## src/rtl/dsp48_mac_pipe_if.sv

```systemverilog
// Operand, control and result bundle for the dsp48_mac_pipe pre-add/multiply/accumulate slice.
interface dsp48_mac_pipe_if #(
  parameter int A_WIDTH = 18,
  parameter int B_WIDTH = 18,
  parameter int P_WIDTH = 48
);
  logic                              CE;
  logic                              IN_VALID;
  logic signed [A_WIDTH-1:0]         A;
  logic signed [B_WIDTH-1:0]         B;
  logic signed [B_WIDTH-1:0]         D;
  logic signed [P_WIDTH-1:0]         C;
  logic signed [P_WIDTH-1:0]         PCIN;
  logic                              CARRYIN;
  logic [4:0]                        OPMODE;
  logic                              OUT_VALID;
  logic signed [P_WIDTH-1:0]         P;
  logic signed [P_WIDTH-1:0]         PCOUT;
  logic signed [B_WIDTH-1:0]         BCOUT;
  logic signed [A_WIDTH+B_WIDTH-1:0] M;
  logic                              CARRYOUT;
  logic                              OVERFLOW;
  logic                              PATTERN_DETECT;

  modport master (
    output CE, IN_VALID, A, B, D, C, PCIN, CARRYIN, OPMODE,
    input  OUT_VALID, P, PCOUT, BCOUT, M, CARRYOUT, OVERFLOW, PATTERN_DETECT
  );

  modport slave (
    input  CE, IN_VALID, A, B, D, C, PCIN, CARRYIN, OPMODE,
    output OUT_VALID, P, PCOUT, BCOUT, M, CARRYOUT, OVERFLOW, PATTERN_DETECT
  );
endinterface

```

## src/rtl/dsp48_mac_pipe.sv

```systemverilog
// Three-stage DSP slice: operand capture, pre-add + signed multiply, post-add/accumulate
// with carry, overflow (wrap or saturate) and pattern detect.
module dsp48_mac_pipe #(
  parameter int               A_WIDTH  = 18,
  parameter int               B_WIDTH  = 18,
  parameter int               P_WIDTH  = 48,
  parameter int               SATURATE = 0,
  parameter logic [P_WIDTH-1:0] PATTERN = '0,
  parameter logic [P_WIDTH-1:0] MASK    = '0
) (
  input  logic             CLK,
  input  logic             RST,
  dsp48_mac_pipe_if.slave  bus
);

  localparam int M_W = A_WIDTH + B_WIDTH;
  localparam int X_W = P_WIDTH + 2;

  // Pre-adder: B, D+B or D-B, wrapped to the B operand width.
  function automatic logic signed [B_WIDTH-1:0] preadd_fn(input logic [1:0] mode,
                                                          input logic signed [B_WIDTH-1:0] d,
                                                          input logic signed [B_WIDTH-1:0] b);
    if (!mode[0])     return b;
    else if (mode[1]) return d - b;
    else              return d + b;
  endfunction

  // Result no longer fits P_WIDTH signed bits when the top three bits disagree.
  function automatic logic ovf_fn(input logic signed [X_W-1:0] full);
    return !((full[X_W-1:P_WIDTH-1] == '0) || (full[X_W-1:P_WIDTH-1] == '1));
  endfunction

  // Clamp toward the true sign of the wide result.
  function automatic logic signed [P_WIDTH-1:0] sat_fn(input logic signed [X_W-1:0] full);
    logic signed [P_WIDTH-1:0] r;
    r = full[X_W-1] ? {1'b1, {(P_WIDTH-1){1'b0}}} : {1'b0, {(P_WIDTH-1){1'b1}}};
    return r;
  endfunction

  logic signed [A_WIDTH-1:0] a_p1_d, a_p1_q;
  logic signed [B_WIDTH-1:0] b_p1_d, b_p1_q, d_p1_d, d_p1_q;
  logic signed [P_WIDTH-1:0] c_p1_d, c_p1_q, pcin_p1_d, pcin_p1_q;
  logic                      cin_p1_d, cin_p1_q, vld_p1_d, vld_p1_q;
  logic [4:0]                op_p1_d, op_p1_q;

  logic signed [B_WIDTH-1:0] b_p2_d, b_p2_q;
  logic signed [M_W-1:0]     m_p2_d, m_p2_q;
  logic signed [P_WIDTH-1:0] c_p2_d, c_p2_q, pcin_p2_d, pcin_p2_q;
  logic                      cin_p2_d, cin_p2_q, vld_p2_d, vld_p2_q;
  logic [4:0]                op_p2_d, op_p2_q;

  logic signed [P_WIDTH-1:0] p_p3_d, p_p3_q;
  logic                      co_p3_d, co_p3_q, ovf_p3_d, ovf_p3_q, pd_p3_d, pd_p3_q;
  logic                      vld_p3_d, vld_p3_q;

  logic signed [B_WIDTH-1:0] bpre;
  logic signed [P_WIDTH-1:0] z, mx, p_nxt;
  logic signed [X_W-1:0]     cin_x, full;
  logic [P_WIDTH:0]          cin_u, uadd;
  logic                      ovf_w;

  // Stage 1 capture and stage 2 pre-add/multiply; everything holds while CE is low.
  always_comb begin
    a_p1_d    = a_p1_q;    b_p1_d   = b_p1_q;   d_p1_d   = d_p1_q;
    c_p1_d    = c_p1_q;    pcin_p1_d = pcin_p1_q;
    cin_p1_d  = cin_p1_q;  op_p1_d  = op_p1_q;  vld_p1_d = vld_p1_q;
    b_p2_d    = b_p2_q;    m_p2_d   = m_p2_q;   c_p2_d   = c_p2_q;
    pcin_p2_d = pcin_p2_q; cin_p2_d = cin_p2_q; op_p2_d  = op_p2_q;  vld_p2_d = vld_p2_q;
    bpre      = preadd_fn(op_p1_q[1:0], d_p1_q, b_p1_q);
    if (bus.CE) begin
      a_p1_d    = bus.A;       b_p1_d   = bus.B;       d_p1_d   = bus.D;
      c_p1_d    = bus.C;       pcin_p1_d = bus.PCIN;
      cin_p1_d  = bus.CARRYIN; op_p1_d  = bus.OPMODE;  vld_p1_d = bus.IN_VALID;
      b_p2_d    = bpre;
      m_p2_d    = M_W'(a_p1_q) * M_W'(bpre);
      c_p2_d    = c_p1_q;      pcin_p2_d = pcin_p1_q;
      cin_p2_d  = cin_p1_q;    op_p2_d  = op_p1_q;    vld_p2_d = vld_p1_q;
    end
  end

  // Stage 3 post-adder: Z +/- (M + CIN); result flags only move with a valid sample.
  always_comb begin
    case (op_p2_q[3:2])
      2'b01:   z = p_p3_q;
      2'b10:   z = c_p2_q;
      2'b11:   z = pcin_p2_q;
      default: z = '0;
    endcase
    mx    = P_WIDTH'(m_p2_q);
    cin_x = '0;
    cin_x[0] = cin_p2_q;
    cin_u = '0;
    cin_u[0] = cin_p2_q;
    if (op_p2_q[4]) begin
      full = X_W'(z) - (X_W'(mx) + cin_x);
      uadd = {1'b0, z} - {1'b0, mx} - cin_u;
    end else begin
      full = X_W'(z) + (X_W'(mx) + cin_x);
      uadd = {1'b0, z} + {1'b0, mx} + cin_u;
    end
    ovf_w = ovf_fn(full);
    p_nxt = ((SATURATE != 0) && ovf_w) ? sat_fn(full) : full[P_WIDTH-1:0];
    p_p3_d   = p_p3_q;
    co_p3_d  = co_p3_q;
    ovf_p3_d = ovf_p3_q;
    pd_p3_d  = pd_p3_q;
    vld_p3_d = vld_p3_q;
    if (bus.CE) begin
      vld_p3_d = vld_p2_q;
      if (vld_p2_q) begin
        p_p3_d   = p_nxt;
        co_p3_d  = uadd[P_WIDTH];
        ovf_p3_d = ovf_w;
        pd_p3_d  = ((p_nxt ^ PATTERN) & ~MASK) == '0;
      end
    end
  end

  // All pipeline state clears on reset, which takes priority over CE.
  always_ff @(posedge CLK) begin
    if (RST) begin
      a_p1_q <= '0; b_p1_q <= '0; d_p1_q <= '0; c_p1_q <= '0; pcin_p1_q <= '0;
      cin_p1_q <= 1'b0; op_p1_q <= '0; vld_p1_q <= 1'b0;
      b_p2_q <= '0; m_p2_q <= '0; c_p2_q <= '0; pcin_p2_q <= '0;
      cin_p2_q <= 1'b0; op_p2_q <= '0; vld_p2_q <= 1'b0;
      p_p3_q <= '0; co_p3_q <= 1'b0; ovf_p3_q <= 1'b0; pd_p3_q <= 1'b0; vld_p3_q <= 1'b0;
    end else begin
      a_p1_q <= a_p1_d; b_p1_q <= b_p1_d; d_p1_q <= d_p1_d; c_p1_q <= c_p1_d;
      pcin_p1_q <= pcin_p1_d; cin_p1_q <= cin_p1_d; op_p1_q <= op_p1_d; vld_p1_q <= vld_p1_d;
      b_p2_q <= b_p2_d; m_p2_q <= m_p2_d; c_p2_q <= c_p2_d; pcin_p2_q <= pcin_p2_d;
      cin_p2_q <= cin_p2_d; op_p2_q <= op_p2_d; vld_p2_q <= vld_p2_d;
      p_p3_q <= p_p3_d; co_p3_q <= co_p3_d; ovf_p3_q <= ovf_p3_d; pd_p3_q <= pd_p3_d;
      vld_p3_q <= vld_p3_d;
    end
  end

  assign bus.OUT_VALID      = vld_p3_q;
  assign bus.P              = p_p3_q;
  assign bus.PCOUT          = p_p3_q;
  assign bus.BCOUT          = b_p2_q;
  assign bus.M              = m_p2_q;
  assign bus.CARRYOUT       = co_p3_q;
  assign bus.OVERFLOW       = ovf_p3_q;
  assign bus.PATTERN_DETECT = pd_p3_q;

endmodule
```

## src/flat_wrapper.sv

```systemverilog
// flat-port wrapper written by rule: the top's interface ports become plain ports
module dsp48_mac_pipe_flat 
#(
  parameter int               A_WIDTH  = 18,
  parameter int               B_WIDTH  = 18,
  parameter int               P_WIDTH  = 48,
  parameter int               SATURATE = 0,
  parameter logic [P_WIDTH-1:0] PATTERN = '0,
  parameter logic [P_WIDTH-1:0] MASK    = '0
)
  (CLK, RST, bus_CE, bus_IN_VALID, bus_A, bus_B, bus_D, bus_C, bus_PCIN, bus_CARRYIN, bus_OPMODE, bus_OUT_VALID, bus_P, bus_PCOUT, bus_BCOUT, bus_M, bus_CARRYOUT, bus_OVERFLOW, bus_PATTERN_DETECT);
  dsp48_mac_pipe_if #(.A_WIDTH(A_WIDTH), .B_WIDTH(B_WIDTH), .P_WIDTH(P_WIDTH)) bus_i ();
  input  logic CLK;
  input  logic RST;
  input wire logic [$bits(bus_i.CE)-1:0] bus_CE;
  input wire logic [$bits(bus_i.IN_VALID)-1:0] bus_IN_VALID;
  input wire logic [$bits(bus_i.A)-1:0] bus_A;
  input wire logic [$bits(bus_i.B)-1:0] bus_B;
  input wire logic [$bits(bus_i.D)-1:0] bus_D;
  input wire logic [$bits(bus_i.C)-1:0] bus_C;
  input wire logic [$bits(bus_i.PCIN)-1:0] bus_PCIN;
  input wire logic [$bits(bus_i.CARRYIN)-1:0] bus_CARRYIN;
  input wire logic [$bits(bus_i.OPMODE)-1:0] bus_OPMODE;
  output wire logic [$bits(bus_i.OUT_VALID)-1:0] bus_OUT_VALID;
  output wire logic [$bits(bus_i.P)-1:0] bus_P;
  output wire logic [$bits(bus_i.PCOUT)-1:0] bus_PCOUT;
  output wire logic [$bits(bus_i.BCOUT)-1:0] bus_BCOUT;
  output wire logic [$bits(bus_i.M)-1:0] bus_M;
  output wire logic [$bits(bus_i.CARRYOUT)-1:0] bus_CARRYOUT;
  output wire logic [$bits(bus_i.OVERFLOW)-1:0] bus_OVERFLOW;
  output wire logic [$bits(bus_i.PATTERN_DETECT)-1:0] bus_PATTERN_DETECT;
  assign bus_i.CE = bus_CE;
  assign bus_i.IN_VALID = bus_IN_VALID;
  assign bus_i.A = bus_A;
  assign bus_i.B = bus_B;
  assign bus_i.D = bus_D;
  assign bus_i.C = bus_C;
  assign bus_i.PCIN = bus_PCIN;
  assign bus_i.CARRYIN = bus_CARRYIN;
  assign bus_i.OPMODE = bus_OPMODE;
  assign bus_OUT_VALID = bus_i.OUT_VALID;
  assign bus_P = bus_i.P;
  assign bus_PCOUT = bus_i.PCOUT;
  assign bus_BCOUT = bus_i.BCOUT;
  assign bus_M = bus_i.M;
  assign bus_CARRYOUT = bus_i.CARRYOUT;
  assign bus_OVERFLOW = bus_i.OVERFLOW;
  assign bus_PATTERN_DETECT = bus_i.PATTERN_DETECT;
  dsp48_mac_pipe #(.A_WIDTH(A_WIDTH), .B_WIDTH(B_WIDTH), .P_WIDTH(P_WIDTH), .SATURATE(SATURATE), .PATTERN(PATTERN), .MASK(MASK)) u_core (.CLK(CLK), .RST(RST), .bus(bus_i));
endmodule
```

## config.mk

```make
export PLATFORM = sky130hd
export DESIGN_NAME = dsp48_mac_pipe_flat
export DESIGN_NICKNAME = d
export VERILOG_FILES = /design/src/rtl/dsp48_mac_pipe_if.sv /design/src/rtl/dsp48_mac_pipe.sv /design/src/flat_wrapper.sv
export SDC_FILE = /design/constraint.sdc
export NUM_CORES = 2
export LEC_CHECK = 0
export ABC_AREA = 1
export BUFFER_PORTS_ARGS = -buffer_cell sky130_fd_sc_hd__buf_2
export CAP_MARGIN = 20
export CORE_UTILIZATION = 35
export DETAILED_ROUTE_END_ITERATION = 8
export GPL_ROUTABILITY_DRIVEN = 0
export PLACE_DENSITY = 0.59
export SETUP_SLACK_MARGIN = 0.02
export SYNTH_ARGS = -nofsm -noshare
export SYNTH_HDL_FRONTEND = slang
export SYNTH_SLANG_ARGS = --single-unit
```

## constraint.sdc

```tcl
create_clock -name CLK -period 8.71 [get_ports CLK]
set_clock_uncertainty 0.1 [all_clocks]
set_input_delay 0.4355 -clock CLK [delete_from_list [all_inputs] [get_ports CLK]]
set_output_delay 0.4355 -clock CLK [all_outputs]
set_load 0.05 [all_outputs]
```

==> Yosys cells after proc, flatten, opt, wreduce, memory -nomap -nowiden <==
Index checks and enable logic that the tools add are counted.
{ "classes": {"n_reduce_logical": 5, "addsub": 9, "mux": 5, "n_eq_ne": 4, "mul": 1} }
{ "op_table": {"columns": ["cell", "count"], "rows": [
  ["48-bit one-hot mux with 3 select lines", 1],
  ["50-bit two-way mux", 1],
  ["48-bit by 37-bit adder with 49-bit output", 1],
  ["48-bit by 48-bit adder with 49-bit output", 1],
  ["49-bit by 1-bit adder with 49-bit output", 1],
  ["49-bit two-way mux", 1],
  ["48-bit by 37-bit subtractor with 49-bit output", 1],
  ["48-bit by 48-bit subtractor with 49-bit output", 1],
  ["49-bit by 1-bit subtractor with 49-bit output", 1],
  ["48-bit zero test", 1],
  ["36-bit by 2-bit adder with 37-bit output", 1],
  ["18-bit by 18-bit multiplier with 36-bit output", 1],
  ["18-bit two-way mux", 2],
  ["18-bit adder", 1],
  ["18-bit subtractor", 1],
  ["2-bit == test, second input constant", 2],
  ["3-bit == test, second input constant", 1],
  ["3-bit zero test", 1],
  ["2-bit by 1-bit == test with 1-bit output, second input constant", 1],
  ["2-bit AND reduction", 1],
  ["1-bit zero test", 1],
  ["1-bit logical OR", 1]
]} }
{ "word_totals": {"reg_bits": 366, "inputBits": 160, "output_inout_bits": 154} }

==> Logic depth before layout (Yosys ltp) <==
{ "depth": {"depth_word": 7, "mapped_depth": 47, "mapped_depth_nobuf": 47} }

==> Worst setup path before layout <==
Ideal clock, no wire load.
{ "synth_path": {"kind": "flip-flop to flip-flop", "from": "register u_core.b_p1_q[0]", "to": "register u_core.m_p2_q[32], in the netlist u_core.bus.M[32]", "t_required_ns": 8.495, "period_less_slack_ns": 8.574, "t_arrival_ns": 8.359, "slack_ns": 0.136, "path_stages_with_launch": 42, "cell_sequence": "dfxtp_1 > inv_1 > ha_1 > nand3_1 > nor3_1 > inv_1 > nor3_1 > nand3_1 > o31ai_1 > nand2_1 > xnor2_1 > ha_1 > inv_1 > nor3_1 > nand2_1 > o311ai_0 > xor2_1 > nand2_1 > (+6 left out) > inv_1 > fa_1 > fa_1 > fa_1 > inv_1 > fa_1 > inv_1 > ha_1 > nand2_1 > nor4_1 > nand3_1 > nand3_1 > nand2_1 > o211ai_1 > a21oi_1 > xor2_1 > o21ai_0 > inv_1"} }
{ "synth_between": {"elab_chain_cells": 4, "elab_cells_between_ends": 5} }
{ "synth_rtl": {"columns": ["item", "line_no", "source"], "rows": [
  ["from (decl)", "dsp48_mac_pipe.sv:41", "logic signed [B_WIDTH-1:0] b_p1_d, b_p1_q, d_p1_d, d_p1_q;"],
  ["from (signal assigned)", "dsp48_mac_pipe.sv:128", "a_p1_q <= a_p1_d; b_p1_q <= b_p1_d; d_p1_q <= d_p1_d; c_p1_q <= c_p1_d;"],
  ["18-bit adder or 18-bit subtractor (tied branches)", "dsp48_mac_pipe.sv:25, dsp48_mac_pipe.sv:24", null],
  ["18-bit two-way mux", "dsp48_mac_pipe.sv:24", "else if (mode[1]) return d - b;"],
  ["18-bit two-way mux (*)", "dsp48_mac_pipe.sv:23", "if (!mode[0]) return b;"],
  ["18-bit by 18-bit multiplier with 36-bit output (*)", "dsp48_mac_pipe.sv:75", "m_p2_d = M_W'(a_p1_q) * M_W'(bpre);"],
  ["to (signal assigned)", "dsp48_mac_pipe.sv:130", "b_p2_q <= b_p2_d; m_p2_q <= m_p2_d; c_p2_q <= c_p2_d; pcin_p2_q <= pcin_p2_d;"],
  ["to (decl)", "dsp48_mac_pipe.sv:47", "logic signed [M_W-1:0] m_p2_d, m_p2_q;"]
]} }
Mark *: on every way between the ends. The rest lies on a longest branch, timed or not.
A chain may end at the register's enable or synchronous reset.

==> Final worst setup path <==
{ "layout_path": {"from": "register u_core.b_p1_q[1]", "to": "register u_core.m_p2_q[32], in the netlist u_core.bus.M[32]"} }
The elaborated chain is that of the path after synthesis.

==> metrics.txt <==
clock sink count about 360; status completed; max cap viols 0; worst setup margin 0.3214 ns; Gate Count Post-Synth 5043; Worst Tran Pin Value around 1.2 ns; Iter 0 DRT Violations between 2000 and 3000; vias in the first global route roughly 33000; Clock Root Buffer clkbuf_16; crit-path leading delay family adder cells; CP arrival about 8.8 ns; Peak Freq roughly 120 MHz; fill cell count about 10000; Static Leak around 0.022 uW; CTS tree yes; CP required approximately 9.1 ns; Slew Limit Fails 0; Worst-Skew Late Latency around 0.63 ns; vias between 30000 and 40000; residual DRC count 0; # placed instances roughly 6600; Total GRT Usage 0.2388; Final Cycle Share 0.9631; Die X-Extent around 320 um; total gr overflow 0; first-pass GRT wire length around 190000 um; final wirelength around 130000 um; Async SR Flop Fraction 0; share of layout cells above drive strength 1 0.1282; peak fanout along the critical path 7; pre-CTS setup slack -0.2463 ns; Post-Syn Area 35750 um^2; RSZ-0062 raised after global routing yes; setup violators final 0; largest net degree at the start of global routing 168; Hold Fails Final Rpt 0; max incr delay on CP between 0.5 and 0.6 ns; min Tclk post-route around 8.4 ns; Final ANT Viol Nets 0; clock-pin slew on the worst setup and hold paths roughly 0.060 ns; YS warnings 0; Post-DP HPWL a little over 100000 um; drt via density 4.974; Avg Inst Size Synth between 7 and 8 um^2; Buffers & Inverters on Critical Path 14; IO Count ~310; Crit Path Category flip-flop to flip-flop; Top FF cell, synth dfxtp_1; initial antenna violation count 5; Rel. slew slack 0.1832; clock buffer depth 3; post-route insts no fill just under 7000; DRT Pass-1 Iters 7; CTS H-tree depth 2; CP max-delay cell fa_2; CP startpoint kind flip-flop; Area Growth Syn to Fin 19.32%; Post-synth EDFFs 0; Netlist cell types 48; DR WL/cell about 18 um; pwr dens 337.0 nW/um^2; Power, Total roughly 14000 uW; FF+latch count, synth ~360; initial cell density of the core 0.3554; Nets 6255; Port Buf Inserts 313; Max IR drop VDD approximately 0.00048 V; Die Ht roughly 320 um; core area 100600 um^2; Syn Nets about 5800; CTS Buf Count 45; total die area 103400 um^2; Rows 116; post-synthesis sequential area ratio 0.2039; worst hold path type input port to flip-flop; CP endpoint kind flip-flop
## placed cells by master (no fill, tap or decap), types with 8 or more instances in the layout
cell type,synthesis,routed
inv_2,4,19
a31oi_1,17,15
nor4_1,11,10
clkbuf_16,0,47
dfxtp_1,364,362
buf_6,0,8
nand2_2,5,17
ha_1,302,285
o21ai_1,6,23
a21oi_2,0,11
nor2_2,9,20
dlygate4sd3_1,0,123
xor2_1,84,84
nor2_1,782,769
nor3_1,38,29
nand4_1,27,27
nand3_1,101,98
o21bai_1,37,36
fa_2,0,9
fa_1,333,324
ha_4,0,16
nand2_1,863,849
buf_2,3,312
o31ai_1,13,10
o21ai_0,423,400
o211ai_1,65,65
clkbuf_8,0,11
o21a_1,9,9
buf_4,48,150
inv_1,934,916
a21oi_1,270,255
xnor2_1,46,46
## path summary, 6_finish.rpt
path                      from           endpoint  slack, ns  cells after the start
max           u_core.b_p1_q[1]   u_core.bus.M[32]       0.32                     46
min                bus_CARRYIN    u_core.cin_p1_q       0.01                      3
max reg2reg   u_core.b_p1_q[1]   u_core.bus.M[32]       0.32                     46
min reg2reg  u_core.c_p2_q[30]  u_core.c_p2_q[30]       0.35                      2
## metal layers
| metal | track usage | routed length (um) |
|---|---|---|
| met3 | 0.03263 | 8825 |
| met4 | 0.09894 | 5431 |
| met1 | 0.3309 | 56820 |
| met5 | 0 | 18 |
| met2 | 0.3716 | 55620 |
## state kept, by name (all words and copies together), names as in the netlist, 3 cells and up
register	count
u_core.bus.P	48
u_core.c_p1_q	48
u_core.c_p2_q	48
u_core.pcin_p1_q	48
u_core.pcin_p2_q	48
u_core.bus.M	36
u_core.a_p1_q	18
u_core.b_p1_q	18
u_core.bus.BCOUT	18
u_core.d_p1_q	18
u_core.op_p1_q	5
u_core.op_p2_q	3
## cell usage after synthesis, types with 6 or more instances
| library cell | number | area share |
|---|---|---|
| nand3_1 | 101 | 0.014 |
| o31ai_1 | 13 | 0.0027 |
| nor2_1 | 782 | 0.082 |
| a21oi_1 | 270 | 0.038 |
| nand2_1 | 863 | 0.091 |
| o21a_1 | 9 | 0.0019 |
| clkbuf_1 | 156 | 0.016 |
| buf_4 | 48 | 0.010 |
| a21o_1 | 6 | 0.0013 |
| o21ai_0 | 423 | 0.059 |
| nand4_1 | 27 | 0.0047 |
| ha_1 | 302 | 0.11 |
| xor2_1 | 84 | 0.021 |
| o21bai_1 | 37 | 0.0078 |
| nor4_1 | 11 | 0.0019 |
| xnor2_1 | 46 | 0.011 |
| dfxtp_1 | 364 | 0.20 |
| o211ai_1 | 65 | 0.014 |
| nor2_2 | 9 | 0.0016 |
| a31oi_1 | 17 | 0.0030 |
| clkinv_1 | 12 | 0.0013 |
| inv_1 | 934 | 0.098 |
| nor3_1 | 38 | 0.0053 |
| o21ai_1 | 6 | 0.00084 |
| buf_1 | 20 | 0.0021 |
| fa_1 | 333 | 0.19 |
## what timing repair did
| item | CTS | global route |
|---|---|---|
| endpoints found under the hold margin | 123 | 0 |
| setup endpoints to repair | 17 | 19 |
| gates cloned | 0 | 3 |
| hold buffers | 123 | 0 |
| resized for setup | 9 | 164 |
| buffers inserted | 0 | 27 |
| pin swaps | 1 | 103 |
## final cells by class
cell class	instances	area, um^2	share of cell area
diodes	5	12.51	0.0002934
clock buffers	63	1325	0.03107
clock inverters	16	202.7	0.004752
inverters	950	3601	0.08443
multi-input cells	3502	24460	0.5736
flip-flops and latches	364	7295	0.1710
well taps	1357	1698	0.03981
repair buffers	594	4034	0.09458
repair inverters	3	20.02	0.0004694
## worst register-to-register path: cells and delay by family (launching register included)
kind / cells / cell delay, ns
fa+ha+maj: 9 / 3.70
buf+inv: 14 / 1.58
compound gates: 9 / 1.25
simple gates: 11 / 0.81
xor+xnor: 3 / 0.45
flops: 1 / 0.36
## logic make-up (layout without fill, tap and decap cells)
family,Yosys count,count (layout),share of synthesized area
compound gates,876,876,0.1353
xor+xnor,131,131,0.03231
fa+ha+maj,635,635,0.2922
buf+inv,1177,1626,0.1287
flops,364,364,0.2039
other cells,0,5,0
simple gates,1860,1860,0.2076
## stage by stage
| stage | hold slack, ns | TNS, ns | instance area, um^2 | utilization |
|---|---|---|---|---|
| finish | 0.01169 | 0 | 42650 | 0.4240 |
| global route | 0.01626 | -0.6712 | 42640 | 0.4240 |
| CTS | 0.0007572 | 0 | 41790 | 0.4155 |
| detailed placement | 0.3444 | -1.812 | 39000 | 0.3877 |
| global placement | 0.3371 | -0.8137 | 39000 | 0.3877 |
| floorplan | 0.3289 | 0 | 35750 | - |
## report_power, final
part           total [uW]  internal (uW)  leakage, uW  switching (uW)
clock                1960           1160     0.000759             802
combinational       10300           4240       0.0178            6040
sequential           2130           1830      0.00302             302
Power figures use the tool's default switching activity.
